[config.mk]
export PLATFORM = sky130hd
export DESIGN_NAME = des_key_sched_stream_flat
export DESIGN_NICKNAME = d
export VERILOG_FILES = /design/src/rtl/des_key_sched_stream_if.sv /design/src/rtl/des_key_sched_stream.sv /design/src/flat_wrapper.sv
export SDC_FILE = /design/constraint.sdc
export NUM_CORES = 1
export LEC_CHECK = 0
export ABC_AREA = 1
export BUFFER_PORTS_ARGS = -buffer_cell sky130_fd_sc_hd__clkbuf_2
export CAP_MARGIN = 40
export CORE_ASPECT_RATIO = 1.25
export CORE_MARGIN = 2
export CORE_UTILIZATION = 50
export DETAILED_ROUTE_END_ITERATION = 12
export PLACE_DENSITY = 0.77
export SLEW_MARGIN = 20
export SYNTH_ARGS = -nofsm -noshare
export SYNTH_HDL_FRONTEND = slang
export SYNTH_SLANG_ARGS = --single-unit
[constraint.sdc]
create_clock -name clk -period 2 [get_ports clk]
set_input_delay 0.1 -clock clk [delete_from_list [all_inputs] [get_ports clk]]
set_output_delay 0.1 -clock clk [all_outputs]
set_load 0.01 [all_outputs]
[src/rtl/des_key_sched_stream_if.sv]
// Key-in / subkey-out stream bundle for des_key_sched_stream.
// master drives keys and consumes beats; slave is the key scheduler.
interface des_key_sched_stream_if #(
   parameter int unsigned KPC = 1
) ();
   logic              in_valid;
   logic              in_ready;
   logic [1:64]       key_in;
   logic              encrypt;
   logic              abort;
   logic              out_valid;
   logic              out_ready;
   logic [1:48*KPC]   subkeys_out;
   logic [3:0]        round_idx;
   logic              out_last;
   logic              busy;

   modport master (
      output in_valid, key_in, encrypt, abort, out_ready,
      input  in_ready, out_valid, subkeys_out, round_idx, out_last, busy
   );

   modport slave (
      input  in_valid, key_in, encrypt, abort, out_ready,
      output in_ready, out_valid, subkeys_out, round_idx, out_last, busy
   );
endinterface

[src/rtl/des_key_sched_stream.sv]
// Sequential DES key schedule streaming KPC subkeys per beat in encrypt or decrypt order.
// Optional key parity check enabled by defining DES_KS_PARITY_CHK_EN.
module des_key_sched_stream #(
   parameter int unsigned KPC = 1
) (
   input  logic clk,
   input  logic rst_n,
`ifdef DES_KS_PARITY_CHK_EN
   output logic parity_err,
`endif
   des_key_sched_stream_if.slave bus
);

   localparam int unsigned BEATS = 16 / KPC;
   localparam int unsigned KSH   = $clog2(KPC);

   if (KPC != 1 && KPC != 2 && KPC != 4 && KPC != 8 && KPC != 16) begin : gen_kpc_chk
      $error("des_key_sched_stream: KPC must be 1, 2, 4, 8 or 16");
   end

   localparam int PC1 [56] = '{
      57, 49, 41, 33, 25, 17,  9,  1, 58, 50, 42, 34, 26, 18,
      10,  2, 59, 51, 43, 35, 27, 19, 11,  3, 60, 52, 44, 36,
      63, 55, 47, 39, 31, 23, 15,  7, 62, 54, 46, 38, 30, 22,
      14,  6, 61, 53, 45, 37, 29, 21, 13,  5, 28, 20, 12,  4
   };

   localparam int PC2 [48] = '{
      14, 17, 11, 24,  1,  5,  3, 28, 15,  6, 21, 10,
      23, 19, 12,  4, 26,  8, 16,  7, 27, 20, 13,  2,
      41, 52, 31, 37, 47, 55, 30, 40, 51, 45, 33, 48,
      44, 49, 39, 56, 34, 53, 46, 42, 50, 36, 29, 32
   };

   typedef enum logic {StIdle, StRun} state_e;

   function automatic logic [1:56] pc1_perm(input logic [1:64] k);
      logic [1:56] r;
      for (int i = 0; i < 56; i++) r[i+1] = k[PC1[i]];
      return r;
   endfunction

   function automatic logic [1:48] pc2_perm(input logic [1:56] cd);
      logic [1:48] r;
      for (int i = 0; i < 48; i++) r[i+1] = cd[PC2[i]];
      return r;
   endfunction

   // Rotate each 28-bit half: left for encrypt, right for decrypt, by 1 or 2.
   function automatic logic [1:28] half_rot(input logic [1:28] h, input logic dec,
                                            input logic two);
      case ({dec, two})
         2'b00:   return {h[2:28], h[1]};
         2'b01:   return {h[3:28], h[1:2]};
         2'b10:   return {h[28], h[1:27]};
         default: return {h[27:28], h[1:26]};
      endcase
   endfunction

   function automatic logic [1:56] cd_rot(input logic [1:56] cd, input logic dec,
                                          input logic two);
      return {half_rot(cd[1:28], dec, two), half_rot(cd[29:56], dec, two)};
   endfunction

   // Table index q holds the shift for round q+1; single shifts at rounds 1, 2, 9, 16.
   function automatic logic one_shift(input logic [3:0] q);
      return (q == 4'd0) || (q == 4'd1) || (q == 4'd8) || (q == 4'd15);
   endfunction

   // Advance from stream position p to p+1.
   function automatic logic [1:56] cd_step(input logic [1:56] cd, input logic dec,
                                           input logic [3:0] p);
      logic two;
      two = dec ? !one_shift(~p) : !one_shift(p + 4'd1);
      return cd_rot(cd, dec, two);
   endfunction

   state_e       state_q, state_d;
   logic [1:56]  cd_q, cd_d;
   logic [3:0]   cnt_q, cnt_d;
   logic         dec_q, dec_d;
   logic         rdy_q;
   logic [3:0]   pos_base;
   logic [1:56]  cd_adv;
   logic [1:48*KPC] subkeys;
   logic         run;
   logic         last;
   logic         accept;

   assign run      = (state_q == StRun);
   assign pos_base = cnt_q << KSH;
   assign last     = run && (cnt_q == 4'(BEATS - 1));
   assign accept   = (state_q == StIdle) && rdy_q && bus.in_valid;

   always_comb begin : slice_chain
      logic [1:56] cur;
      logic [3:0]  p;
      cur     = cd_q;
      p       = pos_base;
      subkeys = '0;
      for (int j = 0; j < KPC; j++) begin
         subkeys[48*j+1 +: 48] = pc2_perm(cur);
         cur = cd_step(cur, dec_q, p);
         p   = p + 4'd1;
      end
      cd_adv = cur;
   end

   always_comb begin
      state_d = state_q;
      cd_d    = cd_q;
      cnt_d   = cnt_q;
      dec_d   = dec_q;
      unique case (state_q)
         StIdle: begin
            if (accept) begin
               // Encrypt starts at K1 (one left shift); decrypt starts at K16 (net 28 = none).
               cd_d    = bus.encrypt ? cd_rot(pc1_perm(bus.key_in), 1'b0, 1'b0)
                                     : pc1_perm(bus.key_in);
               dec_d   = !bus.encrypt;
               cnt_d   = '0;
               state_d = StRun;
            end
         end
         StRun: begin
            if (bus.abort) begin
               cnt_d   = '0;
               state_d = StIdle;
            end else if (bus.out_ready) begin
               cd_d  = cd_adv;
               cnt_d = cnt_q + 4'd1;
               if (last) begin
                  cnt_d   = '0;
                  state_d = StIdle;
               end
            end
         end
         default: state_d = StIdle;
      endcase
   end

   always_ff @(posedge clk or negedge rst_n) begin
      if (!rst_n) begin
         state_q <= StIdle;
         cd_q    <= '0;
         cnt_q   <= '0;
         dec_q   <= 1'b0;
         rdy_q   <= 1'b0;
      end else begin
         state_q <= state_d;
         cd_q    <= cd_d;
         cnt_q   <= cnt_d;
         dec_q   <= dec_d;
         rdy_q   <= 1'b1;
      end
   end

   assign bus.in_ready    = (state_q == StIdle) && rdy_q;
   assign bus.out_valid   = run;
   assign bus.busy        = run;
   assign bus.out_last    = last;
   assign bus.round_idx   = run ? pos_base : 4'd0;
   assign bus.subkeys_out = run ? subkeys : '0;

`ifdef DES_KS_PARITY_CHK_EN
   logic perr_q;
   logic key_bad;

   // Every key byte must carry odd parity.
   always_comb begin
      key_bad = 1'b0;
      for (int b = 0; b < 8; b++) key_bad = key_bad | ~(^bus.key_in[8*b+1 +: 8]);
   end

   always_ff @(posedge clk or negedge rst_n) begin
      if (!rst_n) begin
         perr_q <= 1'b0;
      end else if (accept) begin
         perr_q <= key_bad;
      end
   end

   assign parity_err = perr_q;
`endif

endmodule

[src/flat_wrapper.sv]
// flat-port wrapper written by rule: the top's interface ports become plain ports
module des_key_sched_stream_flat 
#(
   parameter int unsigned KPC = 1
)
  (clk, rst_n, bus_in_valid, bus_key_in, bus_encrypt, bus_abort, bus_out_ready, bus_in_ready, bus_out_valid, bus_subkeys_out, bus_round_idx, bus_out_last, bus_busy);
  des_key_sched_stream_if #(.KPC(KPC)) bus_i ();
  input  logic clk;
  input  logic rst_n;
  input wire logic [$bits(bus_i.in_valid)-1:0] bus_in_valid;
  input wire logic [$bits(bus_i.key_in)-1:0] bus_key_in;
  input wire logic [$bits(bus_i.encrypt)-1:0] bus_encrypt;
  input wire logic [$bits(bus_i.abort)-1:0] bus_abort;
  input wire logic [$bits(bus_i.out_ready)-1:0] bus_out_ready;
  output wire logic [$bits(bus_i.in_ready)-1:0] bus_in_ready;
  output wire logic [$bits(bus_i.out_valid)-1:0] bus_out_valid;
  output wire logic [$bits(bus_i.subkeys_out)-1:0] bus_subkeys_out;
  output wire logic [$bits(bus_i.round_idx)-1:0] bus_round_idx;
  output wire logic [$bits(bus_i.out_last)-1:0] bus_out_last;
  output wire logic [$bits(bus_i.busy)-1:0] bus_busy;
  assign bus_i.in_valid = bus_in_valid;
  assign bus_i.key_in = bus_key_in;
  assign bus_i.encrypt = bus_encrypt;
  assign bus_i.abort = bus_abort;
  assign bus_i.out_ready = bus_out_ready;
  assign bus_in_ready = bus_i.in_ready;
  assign bus_out_valid = bus_i.out_valid;
  assign bus_subkeys_out = bus_i.subkeys_out;
  assign bus_round_idx = bus_i.round_idx;
  assign bus_out_last = bus_i.out_last;
  assign bus_busy = bus_i.busy;
  des_key_sched_stream #(.KPC(KPC)) u_core (.clk(clk), .rst_n(rst_n), .bus(bus_i));
endmodule
==> results_dict.tcl, run 1 <==
set metrics [dict create \
    status "complete, no violations" \
    critPathMaxFanout 9 \
    crit_slowest_cell "dfrtp_2" \
    yosys_register_bits 63 \
    internal_power_uw 4007 \
    swShare 0.4564 \
    min_path_type "input pin to register" \
    drc 0 \
    slowest_delay_ns 0.45 \
    yosysWarnings 0 \
    cts_tree "built" \
    finalNetCount 1301 \
    synth_top_family_by_area "simple AND/OR/NAND/NOR gates" \
    drive_above_1_share 0.2000 \
    core_um2 12550 \
    r2r_slack_ns 0.02 \
    syn-num-nets 1219 \
    fmax_mhz 505.4 \
    ctsRootBufferMaster "clkbuf_16" \
    period_needed_ns 1.979 \
    drv_slew 0 \
    place_area_um2 7078 \
    clockBufferDepth 2 \
    io_buffers 117 \
    period_share 0.9893 \
    synth.distinct_cells 24 \
    avgSynthCellArea_um2 5.575 \
    initial_core_util 0.5083 \
    critical_path.cell_chain "ha_2 > nor2_2 > nor2_1 > nand3_1 > nand3_4 > nor2_4 > buf_12 > clkbuf_16 > nand2_1 > nand3_1 > nand2_1 > a21oi_1" \
    finalSetupTns_ns 0 \
    finalSetupViolCount 0 \
    leakagePower_uw 0.004338 \
    p_sw_uw 3364 \
    grt.total_usage 0.2603 \
    p_per_area_nw_per_um2 979.4 \
    grt_max_degree 64 \
    grt_antenna_before_repair 0 \
    synth_xor_area_frac 0 \
    clock_skew_ns 0.002796 \
    h-tree-depth 3 \
    maxSlewHeadroom 0.6336 \
    area_growth_pct 18.01 \
    met1Wirelength_um 7863 \
    synth_area_um2 6377 \
    dp_hpwl_um 11370 \
    die_y_um 130.3 \
    rsz0062_at_grt "true" \
    clock-sinks 63 \
    worstSkewPairLatency_ns 0.34 \
    cts_buffers 9 \
    grt_pass1_vias 6158 \
    stdcell_area_um2 7526 \
    hold_violations 0 \
    tightest_slew_ns 0.5496 \
    clkPwrFrac 0.195 \
    setup_ws_ns 0.02140 \
    gr-total-overflow 0 \
    antennaDiodeCount 0 \
    arrival_ns 2.24 \
    wl_met3_um 950 \
    fp.dieW_um 105.0 \
    drt_iter0_markers 499 \
    syn_inst 1144 \
    dr.pass1.iters 6 \
    grt_pass1_wl_um 29570 \
    dp_slack_ns 0.04133 \
    seqPwrFrac 0.330 \
    dr_wl_met2_um 9119 \
    clk_pin_slew_ns 0.05 \
    synth_compound_area_frac 0.1609 \
    die_area_um2 13680 \
    comb_power_share 0.476 \
    rows 46 \
    postLayoutCoreUtil 0.5998 \
    seq_area_frac_synth 0.2472 \
    yosys.area_share.simple 0.4132 \
    cp_data_required_time_ns 2.26 \
    wl_per_cell_um 13.04 \
    synthAdderAreaFrac 0.009810 \
    criticalPathCategory "register to register" \
    gp_congestion 0.8390 \
    synthMuxAreaShare 0 \
    viasPerCell 5.089 \
    cap_violations 0 \
    vias 7115 \
    startpoint_type "register" \
    ant_nets 0 \
    wirelength_um 18230 \
    end_kind "register" \
    top_layer "met4" \
    ir_drop_uv 495.0 \
    io_pins 126 \
]
==> layer usage <==
metal  track usage  vias up
li1              -     3659
met1        0.3313     3206
met2        0.4561      228
met3       0.03397       22
met4       0.09098        0
met5             0        -
==> worst max-delay path: cells and delay by family (launching register included) <==
| kind | cells | cell delay [ns] |
|---|---|---|
| buffers and inverters | 2 | 0.32 |
| and+or+nand+nor | 8 | 0.79 |
| AOI/OAI and AO/OA | 1 | 0.12 |
| DFF | 1 | 0.45 |
| adders and majority gates | 1 | 0.21 |
==> logic make-up (layout without fill, tap and decap cells) <==
kind of cell | count (synthesis) | count (layout)
AO/OA/AOI/OAI | 175 | 175
adder cells (fa/ha/maj) | 5 | 5
buffers and inverters | 258 | 344
flip-flops | 63 | 63
other | 1 | 1
AND/OR/NAND/NOR | 642 | 642
==> stage by stage <==
step                      std cells  hold WS, ns  total power [uW]
after floorplan                1144      -0.1956              4815
after global placement         1373       0.1496              5696
after detailed placement       1373       0.1466              5768
after CTS                      1389      0.09133              7216
after global routing           1398       0.1146              8009
final                          1398      0.08615              7371
==> what timing repair did <==
item	in CTS	in global routing
buffers inserted	0	5
hold endpoints to repair	63	0
endpoints found under the setup margin	0	56
gates resized for setup	0	12
hold buffers	1	0
==> flip-flops by register name, indices dropped and copies added, names as in the netlist <==
register and flops:
u_core.cd_q 56, u_core.dec_q 1, u_core.bus.busy 1, u_core.cnt_q 4
u_core.rdy_q 1
==> final timing paths <==
kind / start / to / depth (start not counted)
worst max register to register: u_core.cnt_q[1] / u_core.cd_q[52] / 12
max in group asynchronous: rst_n / u_core.bus.busy / 3
worst max-delay path: u_core.cnt_q[1] / u_core.cd_q[52] / 12
min in group asynchronous: rst_n / u_core.cd_q[41] / 3
worst min register to register: u_core.cd_q[22] / u_core.cd_q[22] / 2
worst min-delay path: bus_abort / u_core.bus.busy / 4
==> synth_stat cells <==
cell type,n,area (um2)
nand2_1,266,998.5
nor2_1,230,863.3
inv_1,125,469.2
nand3_1,120,600.6
o21ai_0,92,460.4
dfrtp_1,63,1577
a21oi_2,40,350.3
clkinv_1,40,150.1
clkbuf_1,39,146.4
buf_2,28,140.1
o21ai_1,27,135.1
nand2_2,20,125.1
a21oi_1,16,80.08
inv_2,13,48.80
buf_1,5,18.77
ha_1,5,62.56
buf_6,4,45.04
buf_12,2,40.04
buf_4,2,15.01
nand4_1,2,12.51
nor2_2,2,12.51
conb_1,1,3.750
nand3_2,1,10.01
nand4_2,1,12.51
==> final cells by class <==
class | instances | area [um2]
clock buffers | 14 | 254.0
clock inverters | 1 | 5.005
fillers | 1269 | 5021
inverters | 178 | 668.1
multi-input cells | 823 | 3765
flip-flops and latches | 63 | 1583
well taps | 168 | 210.2
repair buffers | 151 | 1041
==> layout by cell type, fill, tap and decap left out, drive strengths merged <==
master / count
nand2: 286
nor2: 232
inv: 137
clkbuf: 133
nand3: 121
o21ai: 119
dfrtp: 63
a21oi: 56
clkinv: 42
buf: 31
ha: 5
nand4: 3
dlygate4sd3: 1
conb: 1
==> power groups by stage <==
stage          combinational (uW)  sequential, uW  clock, uW
6_report                     3510            2430       1430
5_1_grt                      4010            2490       1510
4_1_cts                      3360            2400       1450
3_3_place_gp                 3280            2410          0
2_1_floorplan                2650            2160          0
3_5_place_dp                 3350            2420          0
Note: power is estimated with default switching activity, not from simulation.
==> inputs of run 2 (changes only) <==
--- a/config.mk
+++ b/config.mk
@@ -5,14 +5,13 @@
 export SDC_FILE = /design/constraint.sdc
 export NUM_CORES = 1
 export LEC_CHECK = 0
-export ABC_AREA = 1
 export BUFFER_PORTS_ARGS = -buffer_cell sky130_fd_sc_hd__clkbuf_2
 export CAP_MARGIN = 40
 export CORE_ASPECT_RATIO = 1.25
 export CORE_MARGIN = 2
 export CORE_UTILIZATION = 50
 export DETAILED_ROUTE_END_ITERATION = 12
-export PLACE_DENSITY = 0.77
+export PLACE_DENSITY = 0.76
 export SLEW_MARGIN = 20
 export SYNTH_ARGS = -nofsm -noshare
 export SYNTH_HDL_FRONTEND = slang
==> run 2 against run 1 <==
Net effect: the run now ends with setup timing left; final cell count fell by 12%; clock power rose by 6%; clock-buffer cell count rose by 2; routed wire length rose by 59%; register-to-register slack got worse by 0.24 ns; synthesized area rose by 18%; sequential power fell by 2%; via count rose by 21%; design area rose by 32%; largest power group unchanged.
==> results_dict.tcl, run 2 <==
set metrics [dict create \
    cp_data_required_time_ns 2.20 \
    die_y_um 141.1 \
    gp_congestion 0.8372 \
    end_kind "register" \
    vias 8629 \
    drive_above_1_share 0.2745 \
    grt_antenna_before_repair 0 \
    synth_edf_count 0 \
    status "complete, but fails checks" \
    drt_iter0_markers 1359 \
    avgSynthCellArea_um2 7.809 \
    gr-total-overflow 0 \
    drc 0 \
    viasPerCell 7.050 \
    rows 50 \
    rsz0062_at_grt "true" \
    cts_buffers 9 \
    syn-num-nets 1038 \
    final_cells 1224 \
    syn_inst 963 \
    synth_commonest_cells "a31oi_1 (112), nor2b_1 (111), clkbuf_1 (80), dfrtp_1 (63), o21ai_0 (61)" \
    maxSlewHeadroom 0.5794 \
    largest_register "u_core.cd_q" \
    ctsRootBufferMaster "clkbuf_16" \
    core_um2 14830 \
    finalSetupViolCount 24 \
    place_area_um2 8468 \
    setup_ws_ns -0.2159 \
    async_flop_share 1.000 \
    clk_pin_slew_ns 0.05 \
    arrival_ns 2.41 \
    leakagePower_uw 0.003674 \
    drv_slew 0 \
    clock_skew_ns 0.003361 \
    fp.dieW_um 113.7 \
    critPathMaxFanout 28 \
    grt_max_degree 109 \
    period_needed_ns 2.216 \
    synth.most_common_cell "a31oi_1" \
    hold_violations 0 \
    synth.distinct_cells 42 \
    wirelength_um 28950 \
    p_per_area_nw_per_um2 805.5 \
    ant_nets 0 \
    synth-main-ff-cell "dfrtp_1" \
    h-tree-depth 3 \
    finalNetCount 1112 \
    seq_area_frac_synth 0.2097 \
    dp_hpwl_um 14410 \
    cap_violations 0 \
    clock-sinks 63 \
    dr.pass1.iters 6 \
    criticalPathCategory "register to register" \
    min_path_type "input pin to register" \
    yosys_register_bits 63 \
    largest_reg_flops 56 \
    initial_core_util 0.5072 \
    io_buffers 117 \
    area_growth_pct 32.43 \
    layout_commonest_cell "clkbuf_2" \
    synth_top_area_frac 0.2097 \
    violations "setup timing" \
    synth_top_area_cell "dfrtp_1" \
    tightest_slew_ns 0.6294 \
    stdcell_area_um2 9958 \
    reg_top3 "u_core.cd_q x56, u_core.cnt_q x4" \
    antennaDiodeCount 0 \
    synth_area_leaders "dfrtp_1 (21%), a31oi_1 (9.3%), nor2b_1 (9.2%)" \
    dp.cells 1186 \
    io_pins 126 \
    die_area_um2 16040 \
    clockBufferDepth 2 \
    cts_tree "built" \
    grt.total_usage 0.3094 \
    grt_pass1_vias 7878 \
    period_share 1.108 \
    grt_pass1_wl_um 40540 \
    final_cell_mix "clkbuf_2 (116), nor2b_1 (111), a31oi_1 (110), dfrtp_1 (61), nor2_1 (59)" \
    wl_per_cell_um 23.65 \
    fmax_mhz 451.3 \
    startpoint_type "register" \
    ir_drop_uv 505.4 \
    yosysWarnings 0 \
    synth_area_um2 7520 \
    worstSkewPairLatency_ns 0.34 \
]
==> run 2: per-layer routing <==
| layer | vias up | routed length (um) | share of wire | track usage |
|---|---|---|---|---|
| met5 | - | 0 | 0 | 0 |
| met4 | 0 | 1484 | 0.051 | 0.1361 |
| met3 | 154 | 2872 | 0.099 | 0.04385 |
| met2 | 646 | 14030 | 0.48 | 0.5118 |
| met1 | 4049 | 10560 | 0.36 | 0.4017 |
| li1 | 3780 | - | - | - |
==> run 2: kinds of logic after synthesis <==
logic type	after synthesis	synth area share
and+or+nand+nor	409	0.3200
AOI/OAI and AO/OA	296	0.3098
buffers and inverters	133	0.07720
DFF	63	0.2097
muxes	56	0.07454
adders and majority gates	5	0.008319
other	1	0.0004987
==> run 2: cell type report <==
| class | count | area, um2 |
|---|---|---|
| multi-input combinational | 770 | 6206 |
| fill | 1086 | 4868 |
| timing repair buffer | 188 | 1650 |
| sequential | 63 | 1584 |
| clock buffer | 16 | 271.5 |
| tap | 182 | 227.7 |
| inverter | 5 | 18.77 |
==> run 2: timing repair <==
item                                   4_1_cts  5_1_grt
pin swaps                                    1       85
setup endpoints to repair                   51       56
setup buffers                                2        5
gates resized for setup                      7      119
hold buffers                                 1        0
gates cloned                                 5        9
endpoints found under the hold margin       13        0
==> run 2: path summary, 6_finish.rpt <==
kind | slack (ns) | to | cells after the start | start
max | -0.22 | u_core.cd_q[36] | 7 | u_core.cnt_q[1]
min | 0.09 | u_core.bus.busy | 3 | bus_out_ready
max reg2reg | -0.22 | u_core.cd_q[36] | 7 | u_core.cnt_q[1]
min reg2reg | 0.66 | u_core.cnt_q[0] | 2 | u_core.cnt_q[0]
max in group asynchronous | 1.06 | u_core.cd_q[10] | 3 | rst_n
min in group asynchronous | 0.28 | u_core.cd_q[41] | 2 | rst_n
==> run 2: metrics by stage <==
step	hold WS [ns]	TNS, ns	total power (uW)	worst slack [ns]	util
after floorplan	-0.1956	0	4413	0.03194	-
after global placement	0.08297	-0.6741	5402	-0.04455	0.5711
after detailed placement	0.08595	-1.877	5465	-0.1195	0.5711
after CTS	0.07751	0	7050	0.01111	0.5990
after global routing	0.1068	-3.568	8372	-0.2348	0.6716
final	0.08512	-0.9951	8022	-0.2159	0.6716
==> run 2: power by group <==
| part | switching [uW] | total [uW] | internal, uW |
|---|---|---|---|
| Sequential | 730 | 2370 | 1640 |
| Combinational | 2310 | 4130 | 1820 |
| Clock | 608 | 1520 | 911 |
==> run 2: critical path, stage by stage, from the launching register on <==
cell and delay, ns:
dfrtp_1 0.40, buf_6 0.15, ha_4 0.18, buf_4 0.15
a221o_1 0.44, buf_12 0.20, o21ai_0 0.36, a31oi_1 0.17
==> inputs of run 3 (changes only) <==
==> constraint.sdc (replaced) <==
create_clock -name clk -period 2 [get_ports clk]
set_input_delay 0.3 -clock clk [delete_from_list [all_inputs] [get_ports clk]]
set_output_delay 0.3 -clock clk [all_outputs]
set_load 0.01 [all_outputs]
==> run 3 against run 2 <==
Net effect: the run still ends with setup timing left; power grew 0.39%; worst setup slack gained 0.19 ns; final cell count shrank 0.49%; critical path depth is the same; non-clock buffer count shrank 4; core utilization shrank 1.4 points; design area shrank 2.1%; first-iteration DRC count shrank 11%; sequential share of layout area grew 0.35 points; largest cell class unchanged; largest power group unchanged.
==> results_dict.tcl, run 3 (synthesis results as in run 2) <==
set metrics [dict create \
    h-tree-depth 3 \
    die_area_um2 16040 \
    ant_nets 0 \
    reg2reg_from "u_core.cnt_q[0]" \
    leakagePower_uw 0.003619 \
    status "complete, but fails checks" \
    rsz0062_at_grt "true" \
    startpoint "u_core.cnt_q[0]" \
    cap_violations 0 \
    gp_congestion 0.8587 \
    r2r_cells 7 \
    cts_buffers 9 \
    violations "setup timing" \
    maxSlewHeadroom 0.6532 \
    area_growth_pct 29.58 \
    reg_top3 "u_core.cd_q x56, u_core.cnt_q x4" \
    hold_violations 0 \
    viasPerCell 7.036 \
    initial_core_util 0.5072 \
    final_cells 1218 \
    hold_end "u_core.bus.busy" \
    dp_hpwl_um 14460 \
    io_buffers 117 \
    cts_tree "built" \
    p_per_area_nw_per_um2 826.4 \
    fmax_mhz 493.6 \
    period_needed_ns 2.026 \
    startpoint_type "register" \
    finalSetupViolCount 6 \
    clock-sinks 63 \
    rows 50 \
    grt_pass1_vias 7714 \
    drive_above_1_share 0.2674 \
    finalNetCount 1107 \
    grt.total_usage 0.2996 \
    ctsRootBufferMaster "clkbuf_16" \
    multi_input_area_um2 6040 \
    end_kind "register" \
    grt_antenna_before_repair 1 \
    final_cell_mix "clkbuf_2 (116), nor2b_1 (111), a31oi_1 (107), dfrtp_1 (61), nor2_1 (59)" \
    wl_per_cell_um 22.43 \
    vias 8570 \
    period_share 1.013 \
    gr-total-overflow 0 \
    largest_register "u_core.cd_q" \
    cp_data_required_time_ns 2.22 \
    hp-start "bus_out_ready" \
    io_pins 126 \
    die_y_um 141.1 \
    dp.cells 1185 \
    dr.pass1.iters 6 \
    register_area_um2 1584 \
    ir_drop_uv 379.2 \
    arrival_ns 2.24 \
    r2r-end "u_core.cd_q[30]" \
    finalSetupTns_ns -0.09782 \
    drv_slew 0 \
    fillers 1148 \
    grt_pass1_wl_um 39450 \
    tightest_slew_ns 0.5202 \
    critPathMaxFanout 8 \
    grt_max_degree 109 \
    setup_ws_ns -0.02609 \
    clk_pin_slew_ns 0.06 \
    hold_depth 3 \
    layout_commonest_cell "clkbuf_2" \
    drc 0 \
    wirelength_um 27320 \
    min_path_type "input pin to register" \
    largest_reg_flops 56 \
    core_um2 14830 \
    worstSkewPairLatency_ns 0.35 \
    clock_skew_ns 0.009895 \
    antennaDiodeCount 0 \
    clockBufferDepth 2 \
    r2r_slack_ns -0.03 \
    fp.dieW_um 113.7 \
    drt_iter0_markers 1212 \
    criticalPathCategory "register to register" \
]
-- run 3: changes by cell type in the layout (fill, tap and decap cells not counted), moves of 3 or more --
cell       change
a2111oi_0      +4
a2111oi_4      -4
a31oi_1        -3
buf_6          -3
clkbuf_1       -5
nand3_1        -6
nand3_2        +5
o2111ai_1     +14
o2111ai_2     -11
o2111ai_4      -3
-- run 3: timing repair --
item                                    4_1_cts  5_1_grt
resized for setup                            10       83
hold buffers                                  1        0
endpoints found under the setup margin       71       56
buffers inserted                              4        2
endpoints found under the hold margin        14        0
gates cloned                                  3        8
pin swaps                                     1       62
-- run 3: final cells by class --
class | instances | share of cell area
multi-input cells | 769 | 0.6198
flip-flops and latches | 63 | 0.1626
repair buffers | 184 | 0.1597
clock buffers | 13 | 0.02876
well taps | 182 | 0.02337
clock inverters | 2 | 0.003852
inverters | 5 | 0.001926
-- run 3: power by group --
group          leakage (uW)  switching (uW)  total [uW]  internal (uW)
sequential         0.000791             680        2320           1640
combinational       0.00267            2210        4000           1790
clock              0.000154             631        1730           1100
-- run 3: metrics by stage --
stage | area [um2] | worst slack, ns | hold WS (ns) | util | total power [uW]
floorplan | 7520 | 0.03194 | 0.004409 | - | 4413
global placement | 8486 | -0.08295 | 0.2820 | 0.5723 | 5427
detailed placement | 8486 | -0.1264 | 0.2891 | 0.5723 | 5482
CTS | 8964 | 0.01253 | 0.2562 | 0.6046 | 7289
global route | 9744 | -0.09462 | 0.2765 | 0.6572 | 8423
finish | 9744 | -0.02609 | 0.2578 | 0.6572 | 8053
-- run 3: worst max path at each step --
stage / endpoint / slack [ns]
floorplan: u_core.cd_q[9] / 0.03
global placement: u_core.cd_q[45] / -0.08
detailed placement: u_core.cd_q[21] / -0.13
CTS: u_core.cd_q[36] / 0.01
global route: u_core.cd_q[19] / -0.09
finish: u_core.cd_q[30] / -0.03
-- run 3: critical path: stages (launching register included) --
cell	delay, ns
dfrtp_1	0.39
inv_2	0.09
ha_4	0.13
or3b_4	0.41
o211a_4	0.26
clkbuf_16	0.22
a2111oi_4	0.28
a31oi_1	0.12
-- run 3: layer usage --
metal  GRT usage  wire [um]  up-vias
met1      0.3889      10650     4115
met2      0.4882      13150      581
met5           0         13        -
met4      0.1348        938        2
met3     0.05030       2567       94
li1            -          -     3778
